===== src/rtl/booth_mult_ctrl_if.sv =====
// rtl/booth_mult_ctrl_if.sv - host/datapath handshake bundle for the Booth multiplier sequencer
interface booth_mult_ctrl_if #(
  parameter int CNT_W = 3,
  parameter int OPC_W = 16
);
  logic             start;
  logic             abort;
  logic             res_ready;
  logic             start_rdy;
  logic             piso_load;
  logic             acc_clr;
  logic             acc_en;
  logic [CNT_W-1:0] digit_idx;
  logic             busy;
  logic             res_valid;
  logic             dp_clr;
  logic [OPC_W-1:0] op_cnt;

  modport master (
    output start, abort, res_ready,
    input  start_rdy, piso_load, acc_clr, acc_en, digit_idx,
    input  busy, res_valid, dp_clr, op_cnt
  );

  modport slave (
    input  start, abort, res_ready,
    output start_rdy, piso_load, acc_clr, acc_en, digit_idx,
    output busy, res_valid, dp_clr, op_cnt
  );
endinterface


===== src/rtl/booth_mult_ctrl.sv =====
// rtl/booth_mult_ctrl.sv - sequencing FSM for the 8-bit radix-4 Booth multiplier
module booth_mult_ctrl #(
  parameter int N_DIGITS = 5,
  parameter int CNT_W    = 3,
  parameter int OPC_W    = 16
) (
  input  logic             clk,
  input  logic             rst,
  booth_mult_ctrl_if.slave bus
);
  typedef enum logic [1:0] {
    S_IDLE = 2'd0,
    S_LOAD = 2'd1,
    S_CALC = 2'd2,
    S_DONE = 2'd3
  } state_e;

  localparam logic [CNT_W-1:0] LAST_DIGIT = CNT_W'(N_DIGITS - 1);

  state_e           state_q, state_d;
  logic [CNT_W-1:0] digit_q, digit_d;
  logic [OPC_W-1:0] op_cnt_q, op_cnt_d;
  logic             dp_clr_q, dp_clr_d;

  always_ff @(posedge clk) begin
    if (rst) begin
      state_q  <= S_IDLE;
      digit_q  <= '0;
      op_cnt_q <= '0;
      dp_clr_q <= 1'b0;
    end else begin
      state_q  <= state_d;
      digit_q  <= digit_d;
      op_cnt_q <= op_cnt_d;
      dp_clr_q <= dp_clr_d;
    end
  end

  always_comb begin
    state_d  = state_q;
    digit_d  = digit_q;
    op_cnt_d = op_cnt_q;
    dp_clr_d = 1'b0;
    // Abort only cancels real work; in IDLE it merely suppresses a same-cycle start.
    if (bus.abort && (state_q != S_IDLE)) begin
      state_d  = S_IDLE;
      digit_d  = '0;
      dp_clr_d = 1'b1;
    end else begin
      case (state_q)
        S_IDLE: begin
          if (bus.start && !bus.abort) state_d = S_LOAD;
        end
        S_LOAD: begin
          state_d = S_CALC;
          digit_d = '0;
        end
        S_CALC: begin
          if (digit_q == LAST_DIGIT) begin
            state_d = S_DONE;
            digit_d = '0;
          end else begin
            digit_d = digit_q + CNT_W'(1);
          end
        end
        S_DONE: begin
          if (bus.res_ready) begin
            state_d  = S_IDLE;
            op_cnt_d = op_cnt_q + OPC_W'(1);
          end
        end
        default: state_d = S_IDLE;
      endcase
    end
  end

  always_comb begin
    bus.start_rdy = (state_q == S_IDLE);
    bus.piso_load = (state_q == S_LOAD);
    bus.acc_clr   = (state_q == S_LOAD);
    bus.acc_en    = (state_q == S_CALC);
    bus.busy      = (state_q == S_LOAD) || (state_q == S_CALC);
    bus.res_valid = (state_q == S_DONE);
    bus.dp_clr    = dp_clr_q;
    bus.digit_idx = digit_q;
    bus.op_cnt    = op_cnt_q;
  end
endmodule


===== src/flat_wrapper.sv =====
// flat-port wrapper written by rule: the top's interface ports become plain ports
module booth_mult_ctrl_flat 
#(
  parameter int N_DIGITS = 5,
  parameter int CNT_W    = 3,
  parameter int OPC_W    = 16
)
  (clk, rst, bus_start, bus_abort, bus_res_ready, bus_start_rdy, bus_piso_load, bus_acc_clr, bus_acc_en, bus_digit_idx, bus_busy, bus_res_valid, bus_dp_clr, bus_op_cnt);
  booth_mult_ctrl_if #(.CNT_W(CNT_W), .OPC_W(OPC_W)) bus_i ();
  input  logic clk;
  input  logic rst;
  input wire logic [$bits(bus_i.start)-1:0] bus_start;
  input wire logic [$bits(bus_i.abort)-1:0] bus_abort;
  input wire logic [$bits(bus_i.res_ready)-1:0] bus_res_ready;
  output wire logic [$bits(bus_i.start_rdy)-1:0] bus_start_rdy;
  output wire logic [$bits(bus_i.piso_load)-1:0] bus_piso_load;
  output wire logic [$bits(bus_i.acc_clr)-1:0] bus_acc_clr;
  output wire logic [$bits(bus_i.acc_en)-1:0] bus_acc_en;
  output wire logic [$bits(bus_i.digit_idx)-1:0] bus_digit_idx;
  output wire logic [$bits(bus_i.busy)-1:0] bus_busy;
  output wire logic [$bits(bus_i.res_valid)-1:0] bus_res_valid;
  output wire logic [$bits(bus_i.dp_clr)-1:0] bus_dp_clr;
  output wire logic [$bits(bus_i.op_cnt)-1:0] bus_op_cnt;
  assign bus_i.start = bus_start;
  assign bus_i.abort = bus_abort;
  assign bus_i.res_ready = bus_res_ready;
  assign bus_start_rdy = bus_i.start_rdy;
  assign bus_piso_load = bus_i.piso_load;
  assign bus_acc_clr = bus_i.acc_clr;
  assign bus_acc_en = bus_i.acc_en;
  assign bus_digit_idx = bus_i.digit_idx;
  assign bus_busy = bus_i.busy;
  assign bus_res_valid = bus_i.res_valid;
  assign bus_dp_clr = bus_i.dp_clr;
  assign bus_op_cnt = bus_i.op_cnt;
  booth_mult_ctrl #(.N_DIGITS(N_DIGITS), .CNT_W(CNT_W), .OPC_W(OPC_W)) u_core (.clk(clk), .rst(rst), .bus(bus_i));
endmodule

===== config.mk =====
export PLATFORM = sky130hd
export DESIGN_NAME = booth_mult_ctrl_flat
export DESIGN_NICKNAME = d
export VERILOG_FILES = /design/src/rtl/booth_mult_ctrl_if.sv /design/src/rtl/booth_mult_ctrl.sv /design/src/flat_wrapper.sv
export SDC_FILE = /design/constraint.sdc
export NUM_CORES = 1
export LEC_CHECK = 0
export BUFFER_PORTS_ARGS = -buffer_cell sky130_fd_sc_hd__buf_2
export CAP_MARGIN = 20
export CORE_ASPECT_RATIO = 1.4
export CORE_MARGIN = 2
export CORE_UTILIZATION = 45
export DETAILED_ROUTE_END_ITERATION = 8
export HOLD_SLACK_MARGIN = 0.03
export PLACE_DENSITY = 0.76
export SLEW_MARGIN = 25
export SYNTH_ARGS = -nofsm -noshare
export SYNTH_HDL_FRONTEND = slang
export SYNTH_SLANG_ARGS = --single-unit

===== constraint.sdc =====
create_clock -name clk -period 1.96 [get_ports clk]
set_clock_uncertainty 0.05 [all_clocks]
set_input_delay 0 -clock clk [delete_from_list [all_inputs] [get_ports clk]]
set_output_delay 0 -clock clk [all_outputs]
set_load 0.05 [all_outputs]

# ---- Word level (Yosys, flattened, before mapping)
# Index checks and enable logic that the tools add are counted.
dict set report totals {
  register_bits 22
  inputBits 5
  out_inout_bits 26
  elab_cells 31
}
dict set report classes {
  addsub 2
  eq_ne 7
  muxes 7
  bitwise_logic 1
  n_reduce_logical 10
}
# cell n
set op_table {}
lappend op_table {{adder 16 x 1 -> 16 bit (second input constant)} 1}
lappend op_table {{case mux 2 bit (4 select lines)} 1}
lappend op_table {{2-to-1 mux 2 bit} 3}
lappend op_table {{case mux 3 bit (2 select lines)} 1}
lappend op_table {{AND reduction 3 bit} 2}
lappend op_table {{== test 2 bit (second input constant)} 2}
lappend op_table {{inequality test 2 x 1 -> 1 bit (second input constant)} 2}
lappend op_table {{nonzero test 2 bit} 2}
lappend op_table {{adder 3 x 1 -> 3 bit (second input constant)} 1}
lappend op_table {{== test 3 bit (second input constant)} 1}
lappend op_table {{2-to-1 mux 3 bit} 1}
lappend op_table {{== test 2 x 1 -> 1 bit (second input constant)} 1}
lappend op_table {{logical AND 1 bit} 2}
lappend op_table {{zero test 2 bit} 1}
lappend op_table {{inequality test 2 bit (second input constant)} 1}
lappend op_table {{OR reduction 2 bit} 1}
lappend op_table {{zero test 1 bit} 1}
lappend op_table {{logical OR 1 bit} 1}
lappend op_table {{2-to-1 mux 1 bit} 1}
lappend op_table {{inverter 1 bit} 1}

# ---- Logic depth before layout (Yosys ltp)
dict set report logic_depth {
  ltp_word 4
  depth_mapped 8
  ltp_nobuf 6
}

# ---- Least setup slack after synthesis
# OpenSTA, ideal clock, no wires.
dict set report synth_path {
  path_kind {register to register}
  from {register u_core.state_q[0]}
  to {register u_core.op_cnt_q[12], in the netlist u_core.bus.op_cnt[12]}
  setup_ps 71
  t_arrival_ps 2237
  t_required_ps 1839
  path_slack_ps -398
  stages_incl_launch_ff 6
  path_buffers 0
  period_less_slack_ps 2358
  cell_sequence {dfxtp_1 > ha_1 > nand2_1 > or4b_4 > or4_1 > a21oi_1}
}
dict set report synth_via {
  elab_cells_between_ends 5
  classes_between {eq/ne: 1; bitwise: 1; reduce/logical: 3}
}
# element line
set synth_lines {}
lappend synth_lines {{start, declared} booth_mult_ctrl.sv:20} ;# state_e state_q, state_d;
lappend synth_lines {{start signal, assigned} booth_mult_ctrl.sv:32} ;# state_q <= state_d;
lappend synth_lines {{== test 2 bit} n/a}
lappend synth_lines {{via bus_res_valid} flat_wrapper.sv:21} ;# output wire logic [$bits(bus_i.res_valid)-1:0] bus_res_valid;
lappend synth_lines {{AND reduction 3 bit (no line)} n/a}
lappend synth_lines {{end signal, assigned} booth_mult_ctrl.sv:34} ;# op_cnt_q <= op_cnt_d;
lappend synth_lines {{end, declared} booth_mult_ctrl.sv:22} ;# logic [OPC_W-1:0] op_cnt_q, op_cnt_d;
# The timed path passes the listed nets, and every way through them passes these cells.
# A chain may end at the register's enable or synchronous reset.

# ---- Final worst setup path
dict set report layout_path {
  from {register u_core.op_cnt_q[0], in the netlist u_core.bus.op_cnt[0]}
  to {register u_core.op_cnt_q[12], in the netlist u_core.bus.op_cnt[12]}
}
dict set report layout_via {
  elab_chain_len 1
}
# element line
set layout_lines {}
lappend layout_lines {{adder 16 x 1 -> 16 bit} booth_mult_ctrl.sv:69} ;# op_cnt_d = op_cnt_q + OPC_W'(1);
# No other way between the ends.

==> results by group <==
Finish
  • Final nets: 179
  • Share of layout cells above drive strength 1: 0.373
  • Most common cell after layout, fill and taps aside: buf_2
  • Core Util, Final: 0.617
  • Diodes inserted: 0
  • Most frequent cells in the layout: buf_2, nor2_1, dfxtp_1
  • Syn-to-layout area delta: 30.6%
  • Finished Layout Cells: 189

Timing
  • RSZ-0062 raised after global routing: false
  • F_max: 530 MHz
  • Final Setup Violations: 0
  • Setup ws final: 71.5 ps
  • Min Tclk post-route: 1890 ps
  • Slew HR: 0.718
  • WHS: 83.8 ps
  • Tightest Pin Transition: 423 ps
  • Final hold vios: 0
  • Fin crit share: 0.964
  • Final slew viol count: 0

Clocking
  • CTS root buffer: clkbuf_4
  • Max H-tree Level: 1
  • CTS Sinks: 22
  • Reg clk slew, reported paths: 130 ps
  • TritonCTS clock tree: yes
  • Maximum buffer depth of the clock tree: 2
  • Total CTS buffers: 3
  • Clk_lat worst skew: 310 ps

GRT
  • GR Overflow Total: 0
  • Met2 GRT Util: 0.330
  • Met3 Usage GRT: 0.0260
  • M1 GR Usage: 0.218
  • Largest net degree at the start of global routing: 21
  • Top Usage Layer GRT: met2
  • First-pass GRT wire length: 4260 um
  • All-layer global routing usage: 0.189
  • Vias in the first global route: 1025
  • Initial antenna violation count: 0

Logic synthesis
  • Post-synthesis mux area share: 0.0291
  • Adder-cell share of the synthesized area: 0.0784
  • Cell taking the most area after synthesis: dfxtp_1
  • Yosys reg bits: 22
  • Post-synthesis sequential area ratio: 0.394
  • Largest family of logic cells by synthesized area: simple AND/OR/NAND/NOR gates
  • Simple-gate share of the synthesized area: 0.296
  • Share of the synthesized area in the top cell type: 0.394
  • Cell Area, Synth: 1120 um2
  • Post-Syn Nets: 142
  • Post-synthesis compound-gate area fraction: 0.0974
  • Avg Cell Area, Syn: 8.59 um2
  • Post-synth cell types: 27
  • XOR/XNOR Fraction of Synth Area: 0.0549
  • Synth warn: 0
  • Synth area leaders: dfxtp_1, ha_1, nor2_1
  • Syn Inst Count: 130

Worst setup path
  • Startpoint types: register
  • CP Capture Type: register
  • Worst r2r src: u_core.bus.op_cnt[0]
  • Critical Path RT: 2170 ps
  • CP arrival: 2100 ps
  • Maximum fanout along the worst path: 4
  • Critical path startpoint: u_core.bus.op_cnt[0]
  • WS Path Type: reg -> reg

Drt
  • DR iter-0 viols: 8
  • Routed WL: 2520 um
  • Post-route ant nets: 0
  • # DRC: 0
  • Wire per inst: 13.3 um
  • TritonRoute pass-1 iters: 4
  • Via Count: 1097
  • Via density per instance: 5.80

Placement
  • Placer Congestion: 0.791
  • DPL Wire Length: 1870 um
  • Post-placement cell count: 181
  • Port Buffers: 30
  • Pre-CTS worst setup slack: 56.7 ps

Hold path
  • Min-delay src: bus_start
  • Worst min path class: in -> reg

Pwr
  • Tot Pwr: 1.37 mW
  • Pwr/cell area: 942 nW/um2
  • Peak VDD IR: 799 uV
  • Static Leak: 0.600 nW

Die
  • Die Y: 63.0 um
  • I/O pin count: 31
  • Die Area: 2900 um2
  • Die Width: 46.1 um
  • Initial core utilization: 0.472
  • Core area: 2360 um2
  • # rows: 21

Job
  • Max-cap viol count: 0

Status
  • Outcome: completed
-- critical path, cell delays in order, from the launching register on --
cell and delay [ps]:
dfxtp_4 380, ha_1 190, nand2_2 90, or4b_4 560, or4_4 430, a21oi_2 140
-- state kept, by name, indices dropped and copies added, names as in the netlist --
register,count
u_core.bus.digit_idx,3
u_core.bus.dp_clr,1
u_core.state_q,2
u_core.bus.op_cnt,16
-- power by group --
part / switching, mW / total [mW] / internal, mW / leakage [nW]
Sequential: 0.0312 / 0.509 / 0.478 / 0.183
Combinational: 0.419 / 0.608 / 0.189 / 0.396
Clock: 0.144 / 0.258 / 0.114 / 0.0210
-- cells in the mapped netlist --
master	instances
nor2_1	15
or3_1	5
nor2b_1	5
nand2_1	8
o21ai_0	5
nor4_1	4
nor4b_1	3
or4_1	3
nand3_1	5
xnor2_1	5
ha_1	7
a21oi_1	9
or4b_4	1
buf_6	1
dfxtp_1	22
nand2b_1	4
and4_1	1
a221oi_1	1
nor3_1	2
mux2i_1	1
o31ai_1	4
clkbuf_1	4
buf_4	1
inv_1	6
xor2_1	2
mux2_2	2
nand4_1	4
-- routing by layer --
layer	up-vias	share of wire	wire length, um
met2	28	0.55	1390
met3	6	0.038	95
met1	528	0.39	991
met4	0	0.019	47
met5	-	0	0
li1	535	-	-
-- path summary, 6_finish.rpt --
path | to | slack, ps | cells after the start
min | u_core.state_q[0] | 80 | 5
max reg2reg | u_core.bus.op_cnt[12] | 70 | 5
max | u_core.bus.op_cnt[12] | 70 | 5
min reg2reg | u_core.bus.digit_idx[0] | 480 | 2
-- timing repair --
| action | in CTS | in global routing |
|---|---|---|
| endpoints found under the hold margin | 10 | 0 |
| resized for setup | 0 | 9 |
| hold buffers | 4 | 0 |
| buffers inserted | 0 | 0 |
| setup endpoints to repair | 0 | 4 |
-- stage by stage --
step           cell area (um2)  TNS (ps)
2_1_floorplan             1170      -125
3_3_place_gp              1350         0
3_5_place_dp              1350         0
4_1_cts                   1420         0
5_1_grt                   1460         0
6_report                  1460         0
-- layout make-up --
class | count | area, um2
Clock buffer | 4 | 36.3
Fill cell | 233 | 906
Inverter | 6 | 22.5
Multi-Input combinational cell | 96 | 689
Sequential cell | 22 | 462
Tap cell | 23 | 28.8
Timing Repair Buffer | 38 | 220
-- cell families after synthesis --
group	count (synthesis)
compound gates	19
xor+xnor	7
fa+ha+maj	7
buf+inv	12
flops	22
mux	3
simple gates	60
Note: power is estimated with default switching activity, not from simulation.
